**src/rtl/mc_pkg.sv**
```systemverilog
// Shared constants and FSM state type for the multicast fork scheduler.
// Direction one-hot encodings, dst-list field positions and scheduler states.
package mc_pkg;

  localparam logic [4:0] DIR_L = 5'b00001;
  localparam logic [4:0] DIR_S = 5'b00010;
  localparam logic [4:0] DIR_E = 5'b00100;
  localparam logic [4:0] DIR_W = 5'b01000;
  localparam logic [4:0] DIR_N = 5'b10000;

  localparam int DST_HI = 24;
  localparam int DST_LO = 9;
  localparam int E_HI   = 24;
  localparam int E_LO   = 17;
  localparam int L_BIT  = 13;
  localparam int S_HI   = 12;
  localparam int S_LO   = 9;

  typedef enum logic [1:0] {
    ST_IDLE  = 2'd0,
    ST_CAPT  = 2'd1,
    ST_ISSUE = 2'd2
  } state_t;

endpackage

```
**src/rtl/mc_fork_sched_if.sv**
```systemverilog
// Crossbar-request bus: one selected copy per cycle, accepted when port_ready[out_dir] is high.
interface mc_fork_sched_if #(
  parameter int DATASIZE = 30,
  parameter int PORTS    = 5
) ();
  logic [DATASIZE-1:0] out_data;
  logic [PORTS-1:0]    out_dir;
  logic                out_valid;
  logic [PORTS-1:0]    port_ready;

  modport master (output out_data, output out_dir, output out_valid, input port_ready);
  modport slave  (input out_data, input out_dir, input out_valid, output port_ready);
endinterface

```
**src/rtl/mc_pick3.sv**
```systemverilog
// 3-way one-hot pick among eligible copies; combinational, zero latency.
// MC_FORK_RR_EN: round-robin search from ptr; otherwise fixed priority copy1 > copy2 > copy3.
module mc_pick3 (
  input  logic [2:0] eligible,
  input  logic [1:0] ptr,
  output logic [2:0] grant
);

`ifdef MC_FORK_RR_EN
  logic [2:0] idx;
  logic       found;

  always_comb begin
    grant = '0;
    found = 1'b0;
    idx   = '0;
    for (int k = 0; k < 3; k++) begin
      idx = {1'b0, ptr} + 3'(k);
      if (idx >= 3'd3) idx = idx - 3'd3;
      if (!found && eligible[idx[1:0]]) begin
        grant[idx[1:0]] = 1'b1;
        found           = 1'b1;
      end
    end
  end
`else
  logic unused_ptr;
  assign unused_ptr = ^ptr;

  always_comb begin
    grant    = '0;
    grant[0] = eligible[0];
    grant[1] = eligible[1] & ~eligible[0];
    grant[2] = eligible[2] & ~(|eligible[1:0]);
  end
`endif

endmodule

```
**src/rtl/mc_fork_sched.sv**
```systemverilog
// Multicast fork sequencer: captures one flit, then issues its E/L/S copies one per cycle (min 2+n cycles/flit).
// Copies wait on per-port readiness with no timeout; MC_FORK_RR_EN selects round-robin over fixed priority.
module mc_fork_sched
  import mc_pkg::*;
#(
  parameter int DATASIZE = 30,
  parameter int PORTS    = 5,
  parameter int CNT_W    = 16
) (
  input  logic                rc_clk,
  input  logic                rst_n,
  input  logic [DATASIZE-1:0] in_data,
  input  logic                in_valid,
  output logic                rc_ready,
  input  logic [DATASIZE-1:0] copy_data1,
  input  logic [DATASIZE-1:0] copy_data2,
  input  logic [DATASIZE-1:0] copy_data3,
  input  logic [PORTS-1:0]    copy_dir1,
  input  logic [PORTS-1:0]    copy_dir2,
  input  logic [PORTS-1:0]    copy_dir3,
  mc_fork_sched_if.master     xb,
  output logic                busy,
  output logic                drop_pulse,
  output logic [CNT_W-1:0]    fork_cnt
);

  state_t           state_q, state_d;
  logic [2:0]       need_q, need_d;
  logic [2:0]       need_in, need_capt, eligible, grant;
  logic [1:0]       ptr;
  logic             xfer;
  logic [CNT_W-1:0] cnt_q;
  logic             unused_in;

  // Pending bit order: [0] E copy, [1] L copy, [2] S copy.
  assign need_in   = {|in_data[S_HI:S_LO], in_data[L_BIT], |in_data[E_HI:E_LO]};
  assign need_capt = need_q & {|copy_dir3, |copy_dir2, |copy_dir1};
  assign unused_in = ^{in_data[DATASIZE-1:E_HI+1], in_data[E_LO-1:L_BIT+1], in_data[S_LO-1:0]};

  always_comb begin
    eligible = '0;
    if (state_q == ST_ISSUE) begin
      eligible[0] = need_q[0] & |(xb.port_ready & copy_dir1);
      eligible[1] = need_q[1] & |(xb.port_ready & copy_dir2);
      eligible[2] = need_q[2] & |(xb.port_ready & copy_dir3);
    end
  end

  mc_pick3 u_pick (
    .eligible (eligible),
    .ptr      (ptr),
    .grant    (grant)
  );

  always_comb begin
    xb.out_valid = |eligible;
    xb.out_data  = '0;
    xb.out_dir   = '0;
    if (grant[0]) begin
      xb.out_data = copy_data1;
      xb.out_dir  = copy_dir1;
    end else if (grant[1]) begin
      xb.out_data = copy_data2;
      xb.out_dir  = copy_dir2;
    end else if (grant[2]) begin
      xb.out_data = copy_data3;
      xb.out_dir  = copy_dir3;
    end
  end

  assign xfer = xb.out_valid && |(xb.port_ready & xb.out_dir);

  always_comb begin
    state_d    = state_q;
    need_d     = need_q;
    rc_ready   = 1'b0;
    drop_pulse = 1'b0;
    case (state_q)
      ST_IDLE: begin
        rc_ready = 1'b1;
        if (in_valid) begin
          need_d  = need_in;
          state_d = ST_CAPT;
        end
      end
      ST_CAPT: begin
        need_d = need_capt;
        if (need_capt == 3'b000) begin
          drop_pulse = 1'b1;
          state_d    = ST_IDLE;
        end else begin
          state_d = ST_ISSUE;
        end
      end
      ST_ISSUE: begin
        if (xfer) begin
          need_d = need_q & ~grant;
          if (need_d == 3'b000) state_d = ST_IDLE;
        end
      end
      default: state_d = ST_IDLE;
    endcase
  end

  always_ff @(posedge rc_clk or negedge rst_n) begin
    if (!rst_n) begin
      state_q <= ST_IDLE;
      need_q  <= '0;
      cnt_q   <= '0;
    end else begin
      state_q <= state_d;
      need_q  <= need_d;
      if (xfer) cnt_q <= cnt_q + CNT_W'(1);
    end
  end

`ifdef MC_FORK_RR_EN
  logic [1:0] ptr_q;

  always_ff @(posedge rc_clk or negedge rst_n) begin
    if (!rst_n) begin
      ptr_q <= 2'd0;
    end else if (xfer) begin
      ptr_q <= grant[0] ? 2'd1 : (grant[1] ? 2'd2 : 2'd0);
    end
  end

  assign ptr = ptr_q;
`else
  assign ptr = 2'd0;
`endif

  assign busy     = (state_q != ST_IDLE);
  assign fork_cnt = cnt_q;

endmodule

```
**src/flat_wrapper.sv**
```systemverilog
// flat-port wrapper written by rule: the top's interface ports become plain ports
module mc_fork_sched_flat import mc_pkg::*;
#(
  parameter int DATASIZE = 30,
  parameter int PORTS    = 5,
  parameter int CNT_W    = 16
)
  (rc_clk, rst_n, in_data, in_valid, rc_ready, copy_data1, copy_data2, copy_data3, copy_dir1, copy_dir2, copy_dir3, busy, drop_pulse, fork_cnt, xb_out_data, xb_out_dir, xb_out_valid, xb_port_ready);
  mc_fork_sched_if #(.DATASIZE(DATASIZE), .PORTS(PORTS)) xb_i ();
  input  logic rc_clk;
  input  logic rst_n;
  input  logic [DATASIZE-1:0] in_data;
  input  logic in_valid;
  output logic rc_ready;
  input  logic [DATASIZE-1:0] copy_data1;
  input  logic [DATASIZE-1:0] copy_data2;
  input  logic [DATASIZE-1:0] copy_data3;
  input  logic [PORTS-1:0] copy_dir1;
  input  logic [PORTS-1:0] copy_dir2;
  input  logic [PORTS-1:0] copy_dir3;
  output logic busy;
  output logic drop_pulse;
  output logic [CNT_W-1:0] fork_cnt;
  output wire logic [$bits(xb_i.out_data)-1:0] xb_out_data;
  output wire logic [$bits(xb_i.out_dir)-1:0] xb_out_dir;
  output wire logic [$bits(xb_i.out_valid)-1:0] xb_out_valid;
  input wire logic [$bits(xb_i.port_ready)-1:0] xb_port_ready;
  assign xb_out_data = xb_i.out_data;
  assign xb_out_dir = xb_i.out_dir;
  assign xb_out_valid = xb_i.out_valid;
  assign xb_i.port_ready = xb_port_ready;
  mc_fork_sched #(.DATASIZE(DATASIZE), .PORTS(PORTS), .CNT_W(CNT_W)) u_core (.rc_clk(rc_clk), .rst_n(rst_n), .in_data(in_data), .in_valid(in_valid), .rc_ready(rc_ready), .copy_data1(copy_data1), .copy_data2(copy_data2), .copy_data3(copy_data3), .copy_dir1(copy_dir1), .copy_dir2(copy_dir2), .copy_dir3(copy_dir3), .xb(xb_i), .busy(busy), .drop_pulse(drop_pulse), .fork_cnt(fork_cnt));
endmodule
```
**config.mk**
```make
export PLATFORM = sky130hd
export DESIGN_NAME = mc_fork_sched_flat
export DESIGN_NICKNAME = d
export VERILOG_FILES = /design/src/rtl/mc_pkg.sv /design/src/rtl/mc_fork_sched_if.sv /design/src/rtl/mc_pick3.sv /design/src/rtl/mc_fork_sched.sv /design/src/flat_wrapper.sv
export SDC_FILE = /design/constraint.sdc
export NUM_CORES = 1
export LEC_CHECK = 0
export CORE_UTILIZATION = 27
export DETAILED_ROUTE_END_ITERATION = 6
export GPL_ROUTABILITY_DRIVEN = 0
export PLACE_DENSITY = 0.77
export SYNTH_ARGS = -nofsm -noshare
export SYNTH_HDL_FRONTEND = slang
export SYNTH_HIERARCHICAL = 1
export SYNTH_SLANG_ARGS = --single-unit
```
**constraint.sdc**
```tcl
create_clock -name rc_clk -period 4 [get_ports rc_clk]
set_clock_uncertainty 0.2 [all_clocks]
set_input_delay 1.2 -clock rc_clk [delete_from_list [all_inputs] [get_ports rc_clk]]
set_output_delay 1.2 -clock rc_clk [all_outputs]
set_load 0.02 [all_outputs]
```
# ---- After elaboration in Yosys (flattened, before gate mapping)
# Index checks and enable logic that the tools add are counted.
dict set report classes {
  eq_ne 5
  mux 18
  bitwise 14
  reduce_logical 19
  n_addsub 1
}
# cell n
set op_table {}
lappend op_table {{30-bit 2-to-1 mux} 3}
lappend op_table {{5-bit OR reduction} 7}
lappend op_table {{5-bit AND} 4}
lappend op_table {{16-bit by 1-bit adder with 16-bit output, second input constant} 1}
lappend op_table {{5-bit 2-to-1 mux} 3}
lappend op_table {{3-bit 2-to-1 mux} 3}
lappend op_table {{3-bit one-hot mux with 3 select lines} 1}
lappend op_table {{2-bit 2-to-1 mux} 4}
lappend op_table {{8-bit OR reduction} 1}
lappend op_table {{3-bit AND} 2}
lappend op_table {{3-bit logical NOT} 2}
lappend op_table {{2-bit one-hot mux with 3 select lines} 1}
lappend op_table {{3-bit AND reduction} 2}
lappend op_table {{1-bit AND} 5}
lappend op_table {{2-bit inequality test, second input constant} 2}
lappend op_table {{4-bit OR reduction} 1}
lappend op_table {{1-bit 2-to-1 mux} 3}
lappend op_table {{3-bit NOT} 1}
lappend op_table {{3-bit nonzero test} 1}
lappend op_table {{3-bit OR reduction} 1}
lappend op_table {{2-bit by 1-bit equality test with 1-bit output, second input constant} 1}
lappend op_table {{2-bit equality test, second input constant} 1}
lappend op_table {{2-bit logical NOT} 1}
lappend op_table {{2-bit by 1-bit inequality test with 1-bit output, second input constant} 1}
lappend op_table {{4 further kinds} 5}
dict set report totals {
  ff_bits 21
  wordCells 60
}

# ---- Logic depth before layout (Yosys ltp)
dict set report logic_depth {
  depth_word 15
  depth_mapped 14
}

# ---- Hierarchy
# Netlist, hierarchy kept.
# mod area_each_um2 seq_area_each_um2 instances cells_each
set by_module_without_submodules {}
lappend by_module_without_submodules {mc_fork_sched 2008.2 525.5 1 257}
lappend by_module_without_submodules {mc_pick3 26.3 0.0 1 3}

# ---- Worst setup path before layout
# OpenSTA, ideal clock, no wires.
dict set report synth_timing {
  path_type {input to output}
  from {in xb_port_ready[1]}
  to {out xb_out_data[0]}
  arrival_ns 3.113
  path_slack_ns -0.513
  stages 7
  t_required_ns 2.600
  cell_sequence {a222oi_1 > a211oi_1 > nor3b_2 > nor2b_1 > clkbuf_1 > a22oi_1 > o21ai_0}
}
dict set report synth_between {
  elab_chain_len 10
}
# element line
set synth_rtl {}
lappend synth_rtl {{start: declaration} flat_wrapper.sv:27} ;# input wire logic [$bits(xb_i.port_ready)-1:0] xb_port_ready;
lappend synth_rtl {{5-bit AND} mc_fork_sched.sv:43} ;# eligible[0] = need_q[0] & |(xb.port_ready & copy_dir1);
lappend synth_rtl {{5-bit OR reduction} mc_fork_sched.sv:43}
lappend synth_rtl {{1-bit AND} mc_fork_sched.sv:43}
lappend synth_rtl {{3-bit 2-to-1 mux} mc_fork_sched.sv:42} ;# if (state_q == ST_ISSUE) begin
lappend synth_rtl {{named net u_core.eligible[0]} mc_fork_sched.sv:29} ;# logic [2:0] need_in, need_capt, eligible, grant;
lappend synth_rtl {{2-bit OR reduction} mc_pick3.sv:34} ;# grant[2] = eligible[2] & ~(|eligible[1:0]);
lappend synth_rtl {{1-bit NOT} mc_pick3.sv:34}
lappend synth_rtl {{1-bit AND} mc_pick3.sv:34}
lappend synth_rtl {{named net u_core.grant[2]} mc_fork_sched.sv:29}
lappend synth_rtl {{30-bit 2-to-1 mux} mc_fork_sched.sv:65} ;# end else if (grant[2]) begin
lappend synth_rtl {{30-bit 2-to-1 mux} mc_fork_sched.sv:62} ;# end else if (grant[1]) begin
lappend synth_rtl {{30-bit 2-to-1 mux} mc_fork_sched.sv:59} ;# if (grant[0]) begin
lappend synth_rtl {{end: declaration} flat_wrapper.sv:24} ;# output wire logic [$bits(xb_i.out_data)-1:0] xb_out_data;
# The timed path passes the listed nets, and every way through them passes these cells.

# ---- Final worst setup path
dict set report layout_timing {
  from {in copy_dir1[1]}
  to {out xb_out_data[12]}
}
dict set report layout_between {
  elab_chain_len 10
}
# element line
set layout_rtl {}
lappend layout_rtl {{start: declaration} flat_wrapper.sv:18} ;# input logic [PORTS-1:0] copy_dir1;
lappend layout_rtl {{5-bit AND} mc_fork_sched.sv:43}
lappend layout_rtl {{5-bit OR reduction} mc_fork_sched.sv:43}
lappend layout_rtl {{1-bit AND} mc_fork_sched.sv:43}
lappend layout_rtl {{3-bit 2-to-1 mux} mc_fork_sched.sv:42}
lappend layout_rtl {{named net u_core.eligible[0]} mc_fork_sched.sv:29}
lappend layout_rtl {{2-bit OR reduction} mc_pick3.sv:34}
lappend layout_rtl {{1-bit NOT} mc_pick3.sv:34}
lappend layout_rtl {{1-bit AND} mc_pick3.sv:34}
lappend layout_rtl {{named net u_core.grant[2]} mc_fork_sched.sv:29}
lappend layout_rtl {{30-bit 2-to-1 mux} mc_fork_sched.sv:65}
lappend layout_rtl {{30-bit 2-to-1 mux} mc_fork_sched.sv:62}
lappend layout_rtl {{30-bit 2-to-1 mux} mc_fork_sched.sv:59}
# The timed path passes the listed nets, and every way through them passes these cells.

==> results by group <==
Global route
  • Number of global-route vias before repair: 2,854
  • Antenna violations before repair: 0
  • Gr ovfl total: 0
  • Wire length of the first global-routing pass: 13.5 mm
  • Largest net degree at the start of global routing: 24
  • Overall track demand over capacity in global routing: 0.220

Critical path
  • Type of origin of the critical path: primary input
  • Worst Setup End Kind: output port
  • Cell with the largest stage delay on the worst path: a222oi_1
  • Class of the most critical setup path: primary input to output port
  • Crit path DAT: 2.97 ns
  • List of cells traversed by the critical path: buf_2 > a222oi_1 > buf_4 > a211oi_4 > nor3b_2 > nor2b_4 > buf_6 > buf_12 > a22oi_2 > o21ai_2 > buf_6
  • Cell family with most CP delay: buffers and inverters
  • Cell repeated most along the worst path: buf_6
  • Maximum fanout along the worst path: 8
  • Maximum single-stage delay on the critical path: 0.31 ns
  • Required time at the worst-slack endpoint: 2.60 ns
  • Buffers plus inverters on the worst setup path: 5

Timing
  • Count of final max-slew check failures: 0
  • RSZ-0062 raised after global routing: yes
  • Final setup vio count: 38
  • Share of the clock period used by the worst path after layout: 1.09
  • Hold violation total from the final report: 0
  • Slew at the pin closest to its max-slew limit: 0.910 ns
  • Minimum clock period: 4.37 ns
  • Max_slew headroom: 0.391
  • Maximum clock frequency: 0.229 GHz
  • Final setup slack of the worst path: -0.370 ns

Finish
  • Sequential Area: 526 um^2
  • Total Nets Final: 634
  • Proportion of layout cells with a drive suffix above 1: 0.439
  • Growth of design area from synthesis to finish: 148%
  • Final Cell Area: 5030 um^2
  • Final antenna diode count: 0
  • Area of combinational cells with multiple inputs: 1810 um^2
  • Filler instances: 505
  • Cell Count, Final, Fillers Out: 584

CTS
  • Clk root buf: clkbuf_8
  • CTS tree: done
  • CTS max path bufs: 2
  • Clock latency on the worst-skew pair: 0.26 ns
  • TritonCTS sink count: 21
  • H-tree lvl count: 1
  • Number of CTS-inserted buffers: 3
  • Clock transition at the registers of the reported paths: 0.07 ns

Synth
  • Number of warning messages in the yosys log: 6
  • Average cell area after synthesis: 7.84 um^2
  • Post-synth net total: 407
  • Mapped Cells: 259
  • Netlist Area Pre-Place: 2030 um^2

Floorplanning
  • Width of the die: 88.7 um
  • Number of standard-cell rows in the floorplan: 31
  • Core region area: 7250 um^2
  • Vertical extent of the die: 88.7 um
  • Initial Util: 0.280
  • Die area: 7870 um^2
  • I/O pin total: 198

Drt
  • Iteration-0 DRC count of the detailed router: 114
  • Vias per cell: 5.20
  • Vias: 3,035
  • Total length of routed wires: 10.0 mm
  • First-pass iteration count of the detailed router: 5
  • DRC errors left: 0
  • Count of antenna-violating nets left after detailed routing: 0
  • Per-cell routed wire length: 17.2 um

Job
  • Number of max-capacitance violations reported: 0

Run status
  • Violated checks: setup timing
  • Result of the run: finished, violations left

Place
  • Number of placed instances, taps included: 559
  • Port bufs: 180
  • Post-Place Cell Area: 4360 um^2
  • DP Wirelength: 7.00 mm

Hold path
  • Path type of the worst min-delay path: register to register

Power
  • Static power due to leakage: 2.04 nW
  • Power Dens Cells: 494 nW/um^2
  • Peak supply drop: 0.226 mV
[layer usage]
layer / vias up / GRT usage / wire length [um]
li1: 1440 / - / -
met1: 1445 / 0.284 / 4090
met2: 134 / 0.385 / 5290
met3: 16 / 0.0336 / 569
met4: 0 / 0.0469 / 106
met5: - / 0 / 0
[final timing paths]
check	depth (start not counted)	end	from	slack, ns
max in group asynchronous	1	u_core/fork_cnt[7]$_DFFE_PN0P_	rst_n	1.79
hold reg to reg	1	u_core/fork_cnt[15]$_DFFE_PN0P_	u_core/fork_cnt[15]$_DFFE_PN0P_	0.28
setup reg to reg	17	u_core/fork_cnt[4]$_DFFE_PN0P_	u_core/state_q[0]$_DFFE_PN0P_	0.53
setup / recovery	11	xb_out_data[12]	copy_dir1[1]	-0.37
min in group asynchronous	1	u_core/fork_cnt[9]$_DFFE_PN0P_	rst_n	1.25
hold / removal	1	u_core/fork_cnt[15]$_DFFE_PN0P_	u_core/fork_cnt[15]$_DFFE_PN0P_	0.28
[metrics by stage]
stage | setup WS (ns) | hold slack [ns] | util | TNS [ns] | power (mW)
final | -0.370 | 0.275 | 0.693 | -11.63 | 2.48
after CTS | -0.370 | 0.286 | 0.666 | -10.32 | 2.36
after global placement | -1.10 | 0.262 | 0.601 | -48.27 | 1.91
after floorplan | -0.170 | 0.321 | - | -5.10 | 1.20
after detailed placement | -1.13 | 0.275 | 0.601 | -49.51 | 1.94
after global routing | -0.482 | 0.294 | 0.693 | -15.85 | 2.62
[where the power goes]
group,internal (mW),total (mW),switching (mW),leakage (nW)
logic,1.05,2.02,0.966,1.74
registers,0.260,0.326,0.0657,0.275
clock network,0.0693,0.136,0.0667,0.0255
[worst reg2reg max path, cell delays in order, from the launching register on]
cell,delay (ns)
dfrtp_1,0.39
inv_1,0.10
ha_1,0.22
inv_1,0.12
a211oi_4,0.26
buf_6,0.16
buf_4,0.11
buf_12,0.13
buf_16,0.17
nor2b_4,0.16
a21oi_2,0.05
buf_4,0.14
buf_4,0.12
and2_4,0.15
o31a_4,0.39
buf_6,0.15
and4_1,0.21
xor2_1,0.14
[what timing repair did]
item | CTS | global route
hold buffers | 0 | 0
setup buffers | 21 | 6
endpoints found under the setup margin | 57 | 52
pin swaps | 31 | 32
resized for setup | 338 | 39
gates cloned | 4 | 3
[state kept, by name, summed over array words and instances, names as in the netlist]
| register | count |
|---|---|
| u_core/fork_cnt | 16 |
| u_core/need_q | 3 |
| u_core/state_q | 2 |
[cell type report]
type,instances,area share
repair buffers,240,0.496
inverters,8,0.00597
clock buffers,3,0.00821
multi-input cells,212,0.359
clock inverters,1,0.000996
well taps,99,0.0246
flip-flops and latches,21,0.105
[placed cells by master, fill, tap and decap left out, types with 6 or more instances in the layout]
cell	n
clkdlybuf4s50_1	123
buf_6	51
buf_4	38
nand2_1	34
a22oi_2	33
o21ai_2	31
dfrtp_1	21
xnor2_1	10
buf_2	9
a21oi_2	9
nand4_1	9
inv_1	8
and3_1	7
nor2_1	6
Power figures use the tool's default switching activity.
